===== config.mk =====
export PLATFORM = sky130hd
export DESIGN_NAME = inst_loader
export DESIGN_NICKNAME = d
export VERILOG_FILES = /design/src/rtl/inst_loader.sv
export SDC_FILE = /design/constraint.sdc
export NUM_CORES = 1
export LEC_CHECK = 0
export BUFFER_PORTS_ARGS = -buffer_cell sky130_fd_sc_hd__buf_2
export CORE_ASPECT_RATIO = 0.8
export CORE_MARGIN = 2
export CORE_UTILIZATION = 50
export DETAILED_ROUTE_END_ITERATION = 8
export GPL_ROUTABILITY_DRIVEN = 0
export HOLD_SLACK_MARGIN = 0.08
export PLACE_DENSITY = 0.73
export SLEW_MARGIN = 20
export SYNTH_ARGS = -nofsm -noshare
export SYNTH_HDL_FRONTEND = slang
export SYNTH_SLANG_ARGS = --single-unit

===== constraint.sdc =====
create_clock -name clk -period 4.1 [get_ports clk]
set_input_delay 0.615 -clock clk [delete_from_list [all_inputs] [get_ports clk]]
set_output_delay 0.615 -clock clk [all_outputs]
set_load 0.005 [all_outputs]

===== src/rtl/inst_loader.sv =====
// Byte-stream loader: packs bytes big-endian into 32-bit words and writes them from address 0,
// holding the CPU in reset meanwhile. Define INST_LOADER_CHKSUM_EN to require a sum-mod-256 trailer byte.
module inst_loader #(
    parameter int ADDR_W = 10
) (
    input  logic              clk,
    input  logic              rst,
    input  logic              start,
    input  logic [ADDR_W:0]   len_i,
    input  logic [7:0]        byte_i,
    input  logic              byte_valid_i,
    output logic              byte_ready_o,
    output logic              mem_we_o,
    output logic [ADDR_W-1:0] mem_addr_o,
    output logic [31:0]       mem_data_o,
    output logic              cpu_rst_o,
    output logic              busy_o,
    output logic              done_o,
    output logic              err_o,
    output logic [ADDR_W:0]   word_cnt_o
);

    typedef enum logic [2:0] {
        S_IDLE = 3'd0,
        S_LOAD = 3'd1,
`ifdef INST_LOADER_CHKSUM_EN
        S_CHK  = 3'd2,
`endif
        S_DONE = 3'd3,
        S_ERR  = 3'd4
    } state_t;

    localparam logic [ADDR_W:0] MAX_LEN = {1'b1, {ADDR_W{1'b0}}};

    state_t            state_reg, state_next;
    logic [1:0]        byte_idx_reg;
    logic [23:0]       word_reg;
    logic [ADDR_W:0]   len_reg;
    logic [ADDR_W:0]   word_cnt_reg;
    logic              mem_we_reg;
    logic [ADDR_W-1:0] mem_addr_reg;
    logic [31:0]       mem_data_reg;
    logic              done_reg, err_reg, done_first_reg;
`ifdef INST_LOADER_CHKSUM_EN
    logic [7:0]        sum_reg;
`endif

    logic rx_open, accept, start_ok, len_bad, last_word, word_end;

    always_comb begin
        rx_open = (state_reg == S_LOAD);
`ifdef INST_LOADER_CHKSUM_EN
        rx_open = rx_open || (state_reg == S_CHK);
`endif
    end

    assign accept    = byte_valid_i && rx_open;
    assign start_ok  = start && (state_reg == S_IDLE || state_reg == S_DONE || state_reg == S_ERR);
    assign len_bad   = (len_i == '0) || (len_i > MAX_LEN);
    assign last_word = (word_cnt_reg == len_reg - 1'b1);
    assign word_end  = accept && (state_reg == S_LOAD) && (byte_idx_reg == 2'd3);

    always_ff @(posedge clk or negedge rst) begin
        if (!rst) state_reg <= S_IDLE;
        else      state_reg <= state_next;
    end

    always_comb begin
        state_next = state_reg;
        case (state_reg)
            S_IDLE, S_DONE, S_ERR:
                if (start) state_next = len_bad ? S_ERR : S_LOAD;
            S_LOAD:
`ifdef INST_LOADER_CHKSUM_EN
                if (word_end && last_word) state_next = S_CHK;
            S_CHK:
                if (accept) state_next = (byte_i == sum_reg) ? S_DONE : S_ERR;
`else
                if (word_end && last_word) state_next = S_DONE;
`endif
            default: state_next = S_IDLE;
        endcase
    end

    // CPU reset is released one cycle after done rises so the final write has landed.
    always_comb begin
        byte_ready_o = rx_open;
        busy_o       = rx_open;
        cpu_rst_o    = rx_open || (state_reg == S_ERR) || (state_reg == S_DONE && done_first_reg);
    end

    always_ff @(posedge clk or negedge rst) begin
        if (!rst) begin
            byte_idx_reg   <= '0;
            word_reg       <= '0;
            len_reg        <= '0;
            word_cnt_reg   <= '0;
            mem_we_reg     <= 1'b0;
            mem_addr_reg   <= '0;
            mem_data_reg   <= '0;
            done_reg       <= 1'b0;
            err_reg        <= 1'b0;
            done_first_reg <= 1'b0;
`ifdef INST_LOADER_CHKSUM_EN
            sum_reg        <= '0;
`endif
        end else begin
            mem_we_reg     <= 1'b0;
            done_first_reg <= 1'b0;
            // The count advances at the end of the write cycle, so the write shows the old count.
            if (mem_we_reg) word_cnt_reg <= word_cnt_reg + 1'b1;
            if (accept && state_reg == S_LOAD) begin
                byte_idx_reg <= byte_idx_reg + 2'd1;
                word_reg     <= {word_reg[15:0], byte_i};
`ifdef INST_LOADER_CHKSUM_EN
                sum_reg      <= sum_reg + byte_i;
`endif
                if (byte_idx_reg == 2'd3) begin
                    mem_we_reg   <= 1'b1;
                    mem_addr_reg <= word_cnt_reg[ADDR_W-1:0];
                    mem_data_reg <= {word_reg, byte_i};
                end
            end
            if (state_reg != S_DONE && state_next == S_DONE) begin
                done_reg       <= 1'b1;
                done_first_reg <= 1'b1;
            end
            if (state_reg != S_ERR && state_next == S_ERR) err_reg <= 1'b1;
            if (start_ok) begin
                byte_idx_reg <= '0;
                word_cnt_reg <= '0;
                done_reg     <= 1'b0;
                err_reg      <= len_bad;
                len_reg      <= len_i;
`ifdef INST_LOADER_CHKSUM_EN
                sum_reg      <= '0;
`endif
            end
        end
    end

    assign mem_we_o   = mem_we_reg;
    assign mem_addr_o = mem_addr_reg;
    assign mem_data_o = mem_data_reg;
    assign done_o     = done_reg;
    assign err_o      = err_reg;
    assign word_cnt_o = word_cnt_reg;

endmodule


# Word level (Yosys, flattened, before mapping)
# Index checks and enable logic that the tools add are counted.
# totals
reg_bits	97
output_inout_bits	59
word_cells	60
in_bits	23
# op_classes
n_eq_ne	9
reduce_logical	21
muxes	15
n_lt_le_gt_ge	1
n_addsub	3
# op_table
operator	count
11-bit two-way mux	2
11-bit by 1-bit adder with 11-bit output, second input constant	1
11-bit == test	1
11-bit greater-than comparator, second input constant	1
11-bit zero test	1
11-bit by 1-bit subtractor with 11-bit output, second input constant	1
3-bit two-way mux	3
1-bit logical AND	8
2-bit nonzero test	4
1-bit two-way mux	7
3-bit by 2-bit == test with 1-bit output, second input constant	2
3-bit == test, second input constant	2
3-bit one-hot mux with 2 select lines	1
1-bit logical OR	5
2-bit two-way mux	2
3-bit by 1-bit == test with 1-bit output, second input constant	1
3-bit zero test	1
3-bit by 2-bit inequality test with 1-bit output, second input constant	1
3-bit inequality test, second input constant	1
3-bit OR reduction	1
2-bit by 1-bit adder with 2-bit output, second input constant	1
2-bit == test, second input constant	1
2-bit AND reduction	1

# Longest topological paths before layout
# Gate-level depths: netlist (run 1).
# depth
word_depth	11
depth_mapped	8
mapped_depth_nobuf	7

# Worst setup path before layout (run 1)
# No wires, ideal clock.
# synth_path
path_type	input -> register
from	input port byte_valid_i
to	register state_reg[1]
path_stages	6
setup_ns	0.092
n_path_buf	1
t_arrival_ns	1.778
path_slack_ns	2.231
required_ns	4.008
path_cell_list	and4bb_1 buf_4 nand2_4 nor4_1 nand3_2 o31ai_2
# synth_between
elab_chain_len	6
# synth_lines
item	line_no	rtl
start: declaration	11	input logic byte_valid_i,
1-bit logical AND	57	assign accept = byte_valid_i && rx_open;
1-bit logical AND (2 in series)	61	assign word_end = accept && (state_reg == S_LOAD) && (byte_idx_reg == 2'd3);
1-bit logical AND	79	if (word_end && last_word) state_next = S_DONE;
3-bit two-way mux	79	
3-bit one-hot mux with 2 select lines	70	case (state_reg)
net state_next[1]	35	state_t state_reg, state_next;
end signal: assignment	65	else state_reg <= state_next;
end: declaration	35	
# The timed path passes the listed nets, and every way through them passes these cells.
# A chain may end at the register's enable or synchronous reset.

# Worst setup path after layout (run 1)
# layout_path
from	register state_reg[1]
to	register state_reg[1]
# layout_between
elab_chain_len	7
elab_cells_between_ends	12
classes_between	eq/ne (3); mux (3); reduce/logical (6)
# layout_lines
item	line_no
3-bit by 1-bit == test with 1-bit output	51, 61, 70
1-bit logical AND	57
1-bit logical AND (2 in series)	61
1-bit logical AND	79
3-bit two-way mux	79
3-bit one-hot mux with 2 select lines (*)	70
net state_next[1]	35
# The timed path passes the listed nets; every way through them passes the cells marked *.

==> metrics.log, run 1 <==
INFO  metric area_fraction_of_the_dominant_cell_type_after_synthesis = 57.2%
INFO  metric synthDominantAreaCellType = dfrtp_1
INFO  metric worst_slew_pin_slew = 0.961 ns
INFO  metric hold_path_class = input pin to async pin
INFO  metric synth-edff-count = 0
INFO  metric core_area = 8370 sq um
INFO  metric ys_async_sr_fraction = 100%
INFO  metric irDropWorstVdd = 0.276 mV
INFO  metric number_of_drc_violations_after_detailed_routing = 0
INFO  metric firstDrtPassIters = 4
INFO  metric cts.reportedPaths.clkPinSlew = 0.09 ns
INFO  metric starting_utilization_of_the_core_area = 50.7%
INFO  metric accumulated_negative_setup_slack = 0 ns
INFO  metric synth.distinct_cells = 47
INFO  metric die_width = 107 microns
INFO  metric route.detailed.wl_per_inst = 15.4 microns
INFO  metric crit_path_top_delay_cell = nor4_1
INFO  metric post_drt_via_cell_ratio = 5.24
INFO  metric syn_area = 4240 sq um
INFO  metric power.leakage = 2.53 nW
INFO  metric synth.ff_latch_count = 97
INFO  metric global_route.overflow_total = 0
INFO  metric initial_antenna_violation_count = 0
INFO  metric first_global_vias = 2736
INFO  metric critical_path_arrival = 2.80 ns
INFO  metric cts_post_setup_buffers_inserted = 0
INFO  metric setup.worst_path.start_class = flop
INFO  metric grt_util_all_layers = 19.2%
INFO  metric io_count = 82
INFO  metric max_freq = 395 MHz
INFO  metric port_buffers = 81
INFO  metric area.growth.synth_to_final = 15.7%
INFO  metric dr_total_vias = 2821
INFO  metric largest_register_ff_count = 32
INFO  metric critPathRequiredTime = 4.37 ns
INFO  metric worst-path-max-fanout = 46
INFO  metric combPwrFrac = 26.7%
INFO  metric critPathBufInv = 1
INFO  metric post_synth_inst_count = 344
INFO  metric worstSetupStartpoint = state_reg[1]
INFO  metric layout.nets = 447
INFO  metric remaining_max_slew_budget_at_the_tightest_pin = 35.9%
INFO  metric skew = 0.0143 ns
INFO  metric timing.rr.end = state_reg[1]
INFO  metric grt_first_pass_wirelength = 13800 microns
INFO  metric synth_fp_nets = 370
INFO  metric place.detailed.hpwl = 5690 microns
INFO  metric setup.reg_to_reg.worst_slack = 1.57 ns
INFO  metric critPathMaxStageDelay = 0.55 ns
INFO  metric cts.sink_count = 97
INFO  metric synth.top_cells.by_area = dfrtp_1 (57%), mux2_2 (17%), nand2_1 (3.5%)
INFO  metric tritoncts = yes
INFO  metric cts_root_buf = clkbuf_8
INFO  metric p_seq_share = 51.5%
INFO  metric detailedRoute.firstIterationViolations = 89
INFO  metric final_hold_viol_count = 0
INFO  metric crit_family = simple AND/OR/NAND/NOR gates
INFO  metric critical_path_class = flop to flop
INFO  metric cts_hold_buf = 0
INFO  metric share_of_synthesized_area_occupied_by_flip_flops_and_latches = 57.2%
INFO  metric worst-r2r-cell-count = 6
INFO  metric top_ff_cell_synth = dfrtp_1
INFO  metric grt_start_max_net_pins = 71
INFO  metric p_per_area = 543 nW/um^2
INFO  metric yosysWarningCount = 0
INFO  metric share_of_the_clock_period_used_by_the_worst_path_after_layout = 61.8%
INFO  metric die-height = 86.4 microns
INFO  metric maxCapViolations = 0
INFO  metric switching_power = 861 uW
INFO  metric clock_insertion_delay_worst_skew = 0.36 ns
INFO  metric cts_inserted_buffers = 9
INFO  metric layout_min_cycle_time = 2.53 ns
INFO  metric run_status = completed
INFO  metric cp-end-kind = flop
INFO  metric cts.htree.levels = 3
INFO  metric final.hold.worst_slack = 0.343 ns
INFO  metric clock_group_share_of_total_power = 21.9%
INFO  metric num_antenna_cells = 0
INFO  metric row_count = 30
INFO  metric cts_max_path_buffers = 2
INFO  metric finalSetupViolations = 0
INFO  metric mean_syn_cell_area = 12.3 sq um
INFO  metric route.antenna.remaining_nets = 0
INFO  metric drv_slew = 0
INFO  metric power.internal = 1.80 mW
INFO  metric routed_wirelength = 8290 microns
INFO  metric share_of_final_layout_standard_cells_stronger_than_drive_strength_1 = 40.1%
INFO  metric power_switching_share = 32.3%
INFO  metric rsz_0062_raised_after_global_routing = no
INFO  metric timing.rr.start = state_reg[1]
INFO  metric post_cts_resize_count = 0
INFO  metric timing.critical_path.cells = and4bb_1 -> buf_4 -> nand2_4 -> nor4_1 -> nand3_2 -> o31ai_2
INFO  metric die_area = 9240 sq um
worst max path at each step:
stage | endpoint | slack, ns | depth (start not counted)
global route | done_first_reg | 1.28 | 6
global placement | state_reg[1] | 1.45 | 7
detailed placement | done_o | 1.41 | 7
floorplan | state_reg[1] | 2.23 | 6
finish | state_reg[1] | 1.57 | 6
CTS | state_reg[1] | 1.56 | 6
per-stage QoR:
step	cell area [sq um]	power, mW	cells	worst slack (ns)	util [%]
floorplan	4240	1.89	344	2.23	-
global placement	4720	2.07	522	1.45	56.4
detailed placement	4720	2.10	522	1.41	56.4
CTS	4900	2.68	538	1.56	58.6
global route	4900	2.84	538	1.28	58.6
finish	4900	2.66	538	1.57	58.6
cell usage after synthesis (2+ instances only):
| cell | instances |
|---|---|
| or2_1 | 2 |
| xnor2_1 | 10 |
| xor2_1 | 11 |
| or3_1 | 5 |
| a21oi_1 | 5 |
| dfrtp_1 | 97 |
| buf_4 | 2 |
| nand3_1 | 3 |
| clkbuf_1 | 8 |
| inv_1 | 6 |
| mux2_2 | 64 |
| ha_1 | 3 |
| nor2_1 | 17 |
| nor4_1 | 6 |
| o21ai_0 | 9 |
| nor3b_1 | 2 |
| nand4_1 | 7 |
| nor2b_1 | 5 |
| nor3_1 | 3 |
| mux2i_1 | 2 |
| nand3b_1 | 3 |
| o31ai_1 | 3 |
| nor4_2 | 2 |
| nand2_1 | 40 |
| buf_2 | 7 |
area by class of cell:
cell class                      instances  area (sq um)
Inverter                                6          22.5
Tap cell                              112           140
Timing Repair Buffer                   83           423
Clock buffer                           12           155
Fill cell                             715          3470
Clock inverter                          4          26.3
Sequential cell                        97          2430
Multi-Input combinational cell        224          1710
layout by cell type, fill, tap and decap left out, types with 2 or more instances in the layout:
master,count
dfrtp_1,97
buf_2,80
mux2_2,64
nand2_1,40
nor2_1,17
xor2_1,11
clkbuf_8,11
xnor2_1,10
o21ai_0,9
nand4_1,7
inv_1,6
nor4_1,6
a21oi_1,5
nor2b_1,5
or3_1,5
nand3b_1,3
nand3_1,3
o31ai_1,3
nor3_1,3
ha_1,3
buf_4,3
nor4_2,2
nor3b_1,2
or2_1,2
mux2i_1,2
clkinv_2,2
worst register-to-register path, cell delays in order, from the launching register on:
cell	delay, ns
dfrtp_1	0.44
and4bb_1	0.30
buf_4	0.35
nand2_4	0.43
nor4_1	0.55
nand3_2	0.14
o31ai_2	0.24
kinds of logic after synthesis:
kind of cell | count (synthesis) | synth area share [%]
XOR/XNOR | 21 | 4.34
buffers and inverters | 23 | 2.42
AND/OR/NAND/NOR | 104 | 12.8
adder cells (fa/ha/maj) | 3 | 0.885
flip-flops | 97 | 57.2
multiplexers | 66 | 17.5
AO/OA/AOI/OAI | 30 | 4.81
power by group through the flow:
stage | Combinational, mW | Clock, mW | Sequential, mW
final | 0.709 | 0.582 | 1.37
after detailed placement | 0.710 | 0 | 1.39
after floorplan | 0.552 | 0 | 1.34
after global routing | 0.794 | 0.633 | 1.41
after global placement | 0.690 | 0 | 1.38
after CTS | 0.713 | 0.597 | 1.37
metal layers:
layer	vias to the layer above	share of wire, %	track usage (%)
met5	-	0	0
met3	13	4.8	4.14
met4	0	1.7	7.79
li1	1361	-	-
met2	69	44	27.7
met1	1378	49	28.4
No activity file was read; power rests on OpenSTA's default activity.
==> run 2, diff against run 1 <==
Clock period 4.1 ns to 2.5 ns, I/O delays scaled along.
==> run 2 against run 1 <==
Routed wire length is 3.4% higher. Via count increased by 1.9%. Hold slack worse by 0.26 ns. Non-clock buffer count grew 4. Clock power grew 70%. First-iteration DRC count is 33% higher. Critical path depth rose by 1. Critical path type unchanged.
==> metrics.log, run 2 (synthesis results as in run 1) <==
INFO  metric critical_path_class = flop to flop
INFO  metric die_width = 107 microns
INFO  metric critical_path_arrival = 2.39 ns
INFO  metric maxCapViolations = 0
INFO  metric worst-path-max-fanout = 8
INFO  metric remaining_max_slew_budget_at_the_tightest_pin = 49.7%
INFO  metric share_of_the_clock_period_used_by_the_worst_path_after_layout = 85.2%
INFO  metric place.detailed.hpwl = 6040 microns
INFO  metric cts.htree.levels = 3
INFO  metric die-height = 86.4 microns
INFO  metric cts_max_path_buffers = 2
INFO  metric skew = 0.0123 ns
INFO  metric cts_hold_buf = 0
INFO  metric fin_ws = 0.369 ns
INFO  metric row_count = 30
INFO  metric final_hold_viol_count = 0
INFO  metric cts_inserted_buffers = 9
INFO  metric grt_util_all_layers = 19.9%
INFO  metric critPathRequiredTime = 2.76 ns
INFO  metric timing.rr.end = state_reg[1]
INFO  metric worst-r2r-cell-count = 7
INFO  metric irDropWorstVdd = 0.399 mV
INFO  metric io_count = 82
INFO  metric final_cell_count_without_fillers = 541
INFO  metric layout_min_cycle_time = 2.13 ns
INFO  metric layout.cells.most_common_list = dfrtp_1 (97), buf_2 (80), mux2_2 (64), nand2_1 (40), nor2_1 (17)
INFO  metric layout_commonest_cell = dfrtp_1
INFO  metric grt_first_pass_wirelength = 14200 microns
INFO  metric area.growth.synth_to_final = 16.5%
INFO  metric p_per_area = 899 nW/um^2
INFO  metric timing.critical_path.cells = inv_1 -> ha_1 -> nor3b_1 -> xnor2_1 -> nor4_1 -> nand3_2 -> o31ai_2
INFO  metric firstDrtPassIters = 4
INFO  metric tritoncts = yes
INFO  metric max_freq = 469 MHz
INFO  metric post_cts_resize_count = 0
INFO  metric preCtsSetupSlack = 0.418 ns
INFO  metric starting_utilization_of_the_core_area = 50.7%
INFO  metric global_route.overflow_total = 0
INFO  metric setup.reg_to_reg.worst_slack = 0.37 ns
INFO  metric post_drt_via_cell_ratio = 5.31
INFO  metric first_global_vias = 2792
INFO  metric worst_slew_pin_slew = 0.755 ns
INFO  metric num_antenna_cells = 0
INFO  metric number_of_drc_violations_after_detailed_routing = 0
INFO  metric hold_path_class = input pin to async pin
INFO  metric cts.sink_count = 97
INFO  metric cts_post_setup_buffers_inserted = 0
INFO  metric cp-end-kind = flop
INFO  metric clock_insertion_delay_worst_skew = 0.36 ns
INFO  metric port_buffers = 81
INFO  metric rsz_0062_raised_after_global_routing = no
INFO  metric share_of_final_layout_standard_cells_stronger_than_drive_strength_1 = 40.3%
INFO  metric post-place-cells = 526
INFO  metric final.hold.worst_slack = 0.0833 ns
INFO  metric timing.rr.start = len_reg[0]
INFO  metric route.detailed.wl_per_inst = 15.8 microns
INFO  metric grt_start_max_net_pins = 61
INFO  metric detailedRoute.firstIterationViolations = 118
INFO  metric setup.worst_path.start_class = flop
INFO  metric accumulated_negative_setup_slack = 0 ns
INFO  metric initial_antenna_violation_count = 0
INFO  metric power.leakage = 2.54 nW
INFO  metric drv_slew = 0
INFO  metric cts.reportedPaths.clkPinSlew = 0.09 ns
INFO  metric routed_wirelength = 8570 microns
INFO  metric cts_root_buf = clkbuf_8
INFO  metric layout.nets = 451
INFO  metric crit_path_top_delay_cell = dfrtp_1
INFO  metric largest_register_ff_count = 32
INFO  metric route.antenna.remaining_nets = 0
INFO  metric die_area = 9240 sq um
INFO  metric run_status = completed
INFO  metric finalSetupViolations = 0
INFO  metric power = 4.44 mW
INFO  metric dr_total_vias = 2875
INFO  metric critPathMaxStageDelay = 0.43 ns
INFO  metric core_area = 8370 sq um
[run 2: cell type report]
type	instances	area (sq um)
tap	112	140
clock buffer	11	131
inverter	6	22.5
sequential	97	2430
timing repair buffer	87	453
clock inverter	4	53.8
multi-input combinational	224	1710
fill	721	3430
[run 2: report_power, final]
group / switching [mW] / total (mW) / internal, mW
Combinational: 0.586 / 1.19 / 0.606
Clock: 0.525 / 0.987 / 0.462
Sequential: 0.323 / 2.26 / 1.94
[run 2: how the worst max path moves through the flow]
stage | start | to | depth (start not counted)
after floorplan | len_reg[0] | state_reg[1] | 8
after global placement | len_reg[0] | state_reg[1] | 7
after detailed placement | len_reg[0] | state_reg[1] | 7
after CTS | len_reg[0] | state_reg[1] | 7
after global routing | len_reg[0] | state_reg[1] | 7
final | len_reg[0] | state_reg[1] | 7
[run 2: per-layer routing]
layer  vias to the layer above  track usage (%)  part of all wire [%]
met5                         -                0                     0
met4                         0             6.85                   1.3
met3                         9             4.21                   4.2
met2                        69             29.7                    46
met1                      1441             29.0                    48
li1                       1356                -                     -
[run 2: worst max-delay path: cells and delay by family, from the launching register on]
kind	cells	cell delay, ns
compound gates	1	0.28
fa+ha+maj	1	0.32
buf+inv	1	0.09
flops	1	0.43
simple gates	3	0.83
xor+xnor	1	0.09
[run 2: metrics by stage]
step / cell area, sq um / util, %
3_3_place_gp: 4750 / 56.8
2_1_floorplan: 4240 / -
3_5_place_dp: 4750 / 56.8
6_report: 4940 / 59.0
5_1_grt: 4940 / 59.0
4_1_cts: 4940 / 59.0
==> run 3, diff against run 2 <==
Settings changed: ABC_AREA set to 1.
==> run 3 against run 2 <==
Core utilization is the same. Fmax up 2.1%. Worst setup slack better by 0.043 ns. Combinational power is essentially flat. Clock-buffer cell count shrank 1. Total power shrank 1.3%. Sequential power decreased by 4%.
==> metrics.log, run 3 <==
INFO  metric irDropWorstVdd = 0.343 mV
INFO  metric number_of_drc_violations_after_detailed_routing = 0
INFO  metric tritoncts = yes
INFO  metric drv_slew = 0
INFO  metric mean_syn_cell_area = 8.53 sq um
INFO  metric route.layer.met1.wl = 4230 microns
INFO  metric share_of_final_layout_standard_cells_stronger_than_drive_strength_1 = 21.2%
INFO  metric accumulated_negative_setup_slack = 0 ns
INFO  metric grt_util_all_layers = 20.2%
INFO  metric worstSetupStartpoint = state_reg[2]
INFO  metric share_of_synthesized_area_occupied_by_flip_flops_and_latches = 57.3%
INFO  metric post_drt_via_cell_ratio = 4.82
INFO  metric final_area = 4940 sq um
INFO  metric met2_wirelength = 3990 microns
INFO  metric detailedRoute.firstIterationViolations = 179
INFO  metric critPathRequiredTime = 2.76 ns
INFO  metric final_cell_count_without_fillers = 693
INFO  metric cp-end-kind = flop
INFO  metric area.growth.synth_to_final = 16.5%
INFO  metric timing.rr.start = state_reg[2]
INFO  metric cts_inserted_buffers = 9
INFO  metric dr_total_vias = 3338
INFO  metric layout_commonest_cell = nand2_1
INFO  metric cts_hold_buf = 1
INFO  metric num-fill-cells = 756
INFO  metric setup.worst_path.start_class = flop
INFO  metric share_of_the_clock_period_used_by_the_worst_path_after_layout = 83.5%
INFO  metric grt_start_max_net_pins = 76
INFO  metric cts.sink_count = 97
INFO  metric firstDrtPassIters = 5
INFO  metric route.antenna.remaining_nets = 0
INFO  metric crit_family = buffers and inverters
INFO  metric post_cts_resize_count = 0
INFO  metric layout.nets = 602
INFO  metric remaining_max_slew_budget_at_the_tightest_pin = 39.8%
INFO  metric area_fraction_of_the_dominant_cell_type_after_synthesis = 57.3%
INFO  metric synth.ff_latch_count = 97
INFO  metric place.detailed.hpwl = 6260 microns
INFO  metric cts_post_setup_buffers_inserted = 0
INFO  metric post-place-cells = 676
INFO  metric synth.most_common_cell = nand2_1
INFO  metric run_status = completed
INFO  metric layout_min_cycle_time = 2.09 ns
INFO  metric num_antenna_cells = 0
INFO  metric route.met3.wl = 354 microns
INFO  metric routed_wirelength = 8680 microns
INFO  metric topRoutingLayerUsed = met4
INFO  metric maxCapViolations = 0
INFO  metric synth.distinct_cells = 28
INFO  metric clock_insertion_delay_worst_skew = 0.36 ns
INFO  metric critical_path_class = flop to flop
INFO  metric critPathMaxStageDelay = 0.69 ns
INFO  metric critical_path_arrival = 2.35 ns
INFO  metric port_buffers = 81
INFO  metric io_count = 82
INFO  metric post_synth_inst_count = 497
INFO  metric power.leakage = 2.66 nW
INFO  metric hold_path_class = input pin to flop
INFO  metric cts.reportedPaths.clkPinSlew = 0.10 ns
INFO  metric layout.cells.most_common_list = nand2_1 (157), dfrtp_1 (97), buf_2 (80), inv_1 (52), o21ai_1 (39)
INFO  metric grt_first_pass_wirelength = 14700 microns
INFO  metric power = 4.38 mW
INFO  metric syn_area = 4240 sq um
INFO  metric largest_register_ff_count = 32
INFO  metric crit_path_top_delay_cell = clkinv_2
INFO  metric postPlaceCellArea = 4730 sq um
INFO  metric skew = 0.0131 ns
INFO  metric synth-edff-count = 0
INFO  metric synth_common_cells = nand2_1 (157), dfrtp_1 (97), inv_1 (52)
INFO  metric yosysWarningCount = 0
INFO  metric starting_utilization_of_the_core_area = 50.6%
INFO  metric worst_slew_pin_slew = 0.902 ns
INFO  metric core_area = 8370 sq um
INFO  metric worst-path-max-fanout = 75
INFO  metric row_count = 30
INFO  metric final.hold.worst_slack = 0.236 ns
INFO  metric top_ff_cell_synth = dfrtp_1
INFO  metric die_area = 9240 sq um
INFO  metric first_global_vias = 3093
INFO  metric die_width = 107 microns
INFO  metric cts_root_buf = clkbuf_8
INFO  metric synth_fp_nets = 523
INFO  metric timing.critical_path.cells = nor2_4 -> nand3_2 -> nor2_2 -> clkinv_2 -> o21ai_0
INFO  metric max_freq = 479 MHz
INFO  metric cts_max_path_buffers = 2
INFO  metric die-height = 86.4 microns
INFO  metric critPathBufInv = 1
INFO  metric route.detailed.wl_per_inst = 12.5 microns
INFO  metric final_hold_viol_count = 0
INFO  metric startpoint_of_the_worst_hold_path = len_i[1]
INFO  metric synth.top_cells.by_area = dfrtp_1 (57%), nand2_1 (14%), o21ai_1 (4.6%)
INFO  metric p_per_area = 887 nW/um^2
INFO  metric rsz_0062_raised_after_global_routing = no
INFO  metric synthDominantAreaCellType = dfrtp_1
INFO  metric ys_async_sr_fraction = 100%
INFO  metric global_route.overflow_total = 0
INFO  metric cts.htree.levels = 3
INFO  metric initial_antenna_violation_count = 0
INFO  metric finalSetupViolations = 0
[run 3: cell count changes after synthesis, sizes merged, moves of 8 or more]
| cell | before | now |
|---|---|---|
| nor4 | 8 | 0 |
| nand3 | 4 | 15 |
| nand2 | 41 | 159 |
| nor2 | 17 | 42 |
| inv | 6 | 60 |
| o21ai | 10 | 75 |
| mux2 | 64 | 0 |
[run 3: final cells by class]
class,count,area [sq um],area share (%)
multi-input combinational,319,1490,30.1
clock buffer,10,138,2.79
clock inverter,6,57.6,1.17
inverter,62,234,4.74
sequential,97,2430,49.2
tap,112,140,2.84
timing repair buffer,87,455,9.22
[run 3: layer usage]
metal | vias up | global-route usage, %
met5 | - | 0
met1 | 1548 | 29.0
met2 | 71 | 30.9
met3 | 9 | 4.59
met4 | 0 | 6.14
li1 | 1710 | -
[run 3: tightest hold or removal path, stage by stage]
cell and delay (ns):
buf_2 0.09, nand2_1 0.04, o21ai_0 0.06
[run 3: cells by family after synthesis]
group                      Yosys count  synth area share (%)
and+or+nand+nor                    223                  22.0
AOI/OAI and AO/OA                   85                  10.2
adders and majority gates            3                 0.886
xor gates and xnor gates             8                  1.98
DFF                                 97                  57.3
buffers and inverters               81                  7.67
[run 3: path summary, 6_finish.rpt]
check | to | slack (ns) | cells after the start
worst min-delay path | len_reg[1] | 0.24 | 3
worst min register to register | mem_data_o[24] | 0.47 | 2
max in group asynchronous | word_reg[22] | 1.15 | 3
min in group asynchronous | mem_data_o[25] | 0.55 | 2
worst max register to register | mem_data_o[2] | 0.41 | 5
worst max-delay path | mem_data_o[2] | 0.41 | 5
[run 3: stage by stage]
stage / setup slack (ns) / utilization (%)
global route: 0.107 / 59.0
global placement: 0.681 / 56.5
floorplan: 0.959 / -
finish: 0.412 / 59.0
CTS: 0.611 / 59.0
detailed placement: 0.603 / 56.5
[run 3: where the power goes]
group / leakage (nW) / switching (mW) / internal [mW] / total, mW
Sequential: 1.30 / 0.232 / 1.93 / 2.16
Clock: 0.101 / 0.585 / 0.414 / 0.999
Combinational: 1.26 / 0.755 / 0.469 / 1.22
Total: 2.66 / 1.57 / 2.81 / 4.38
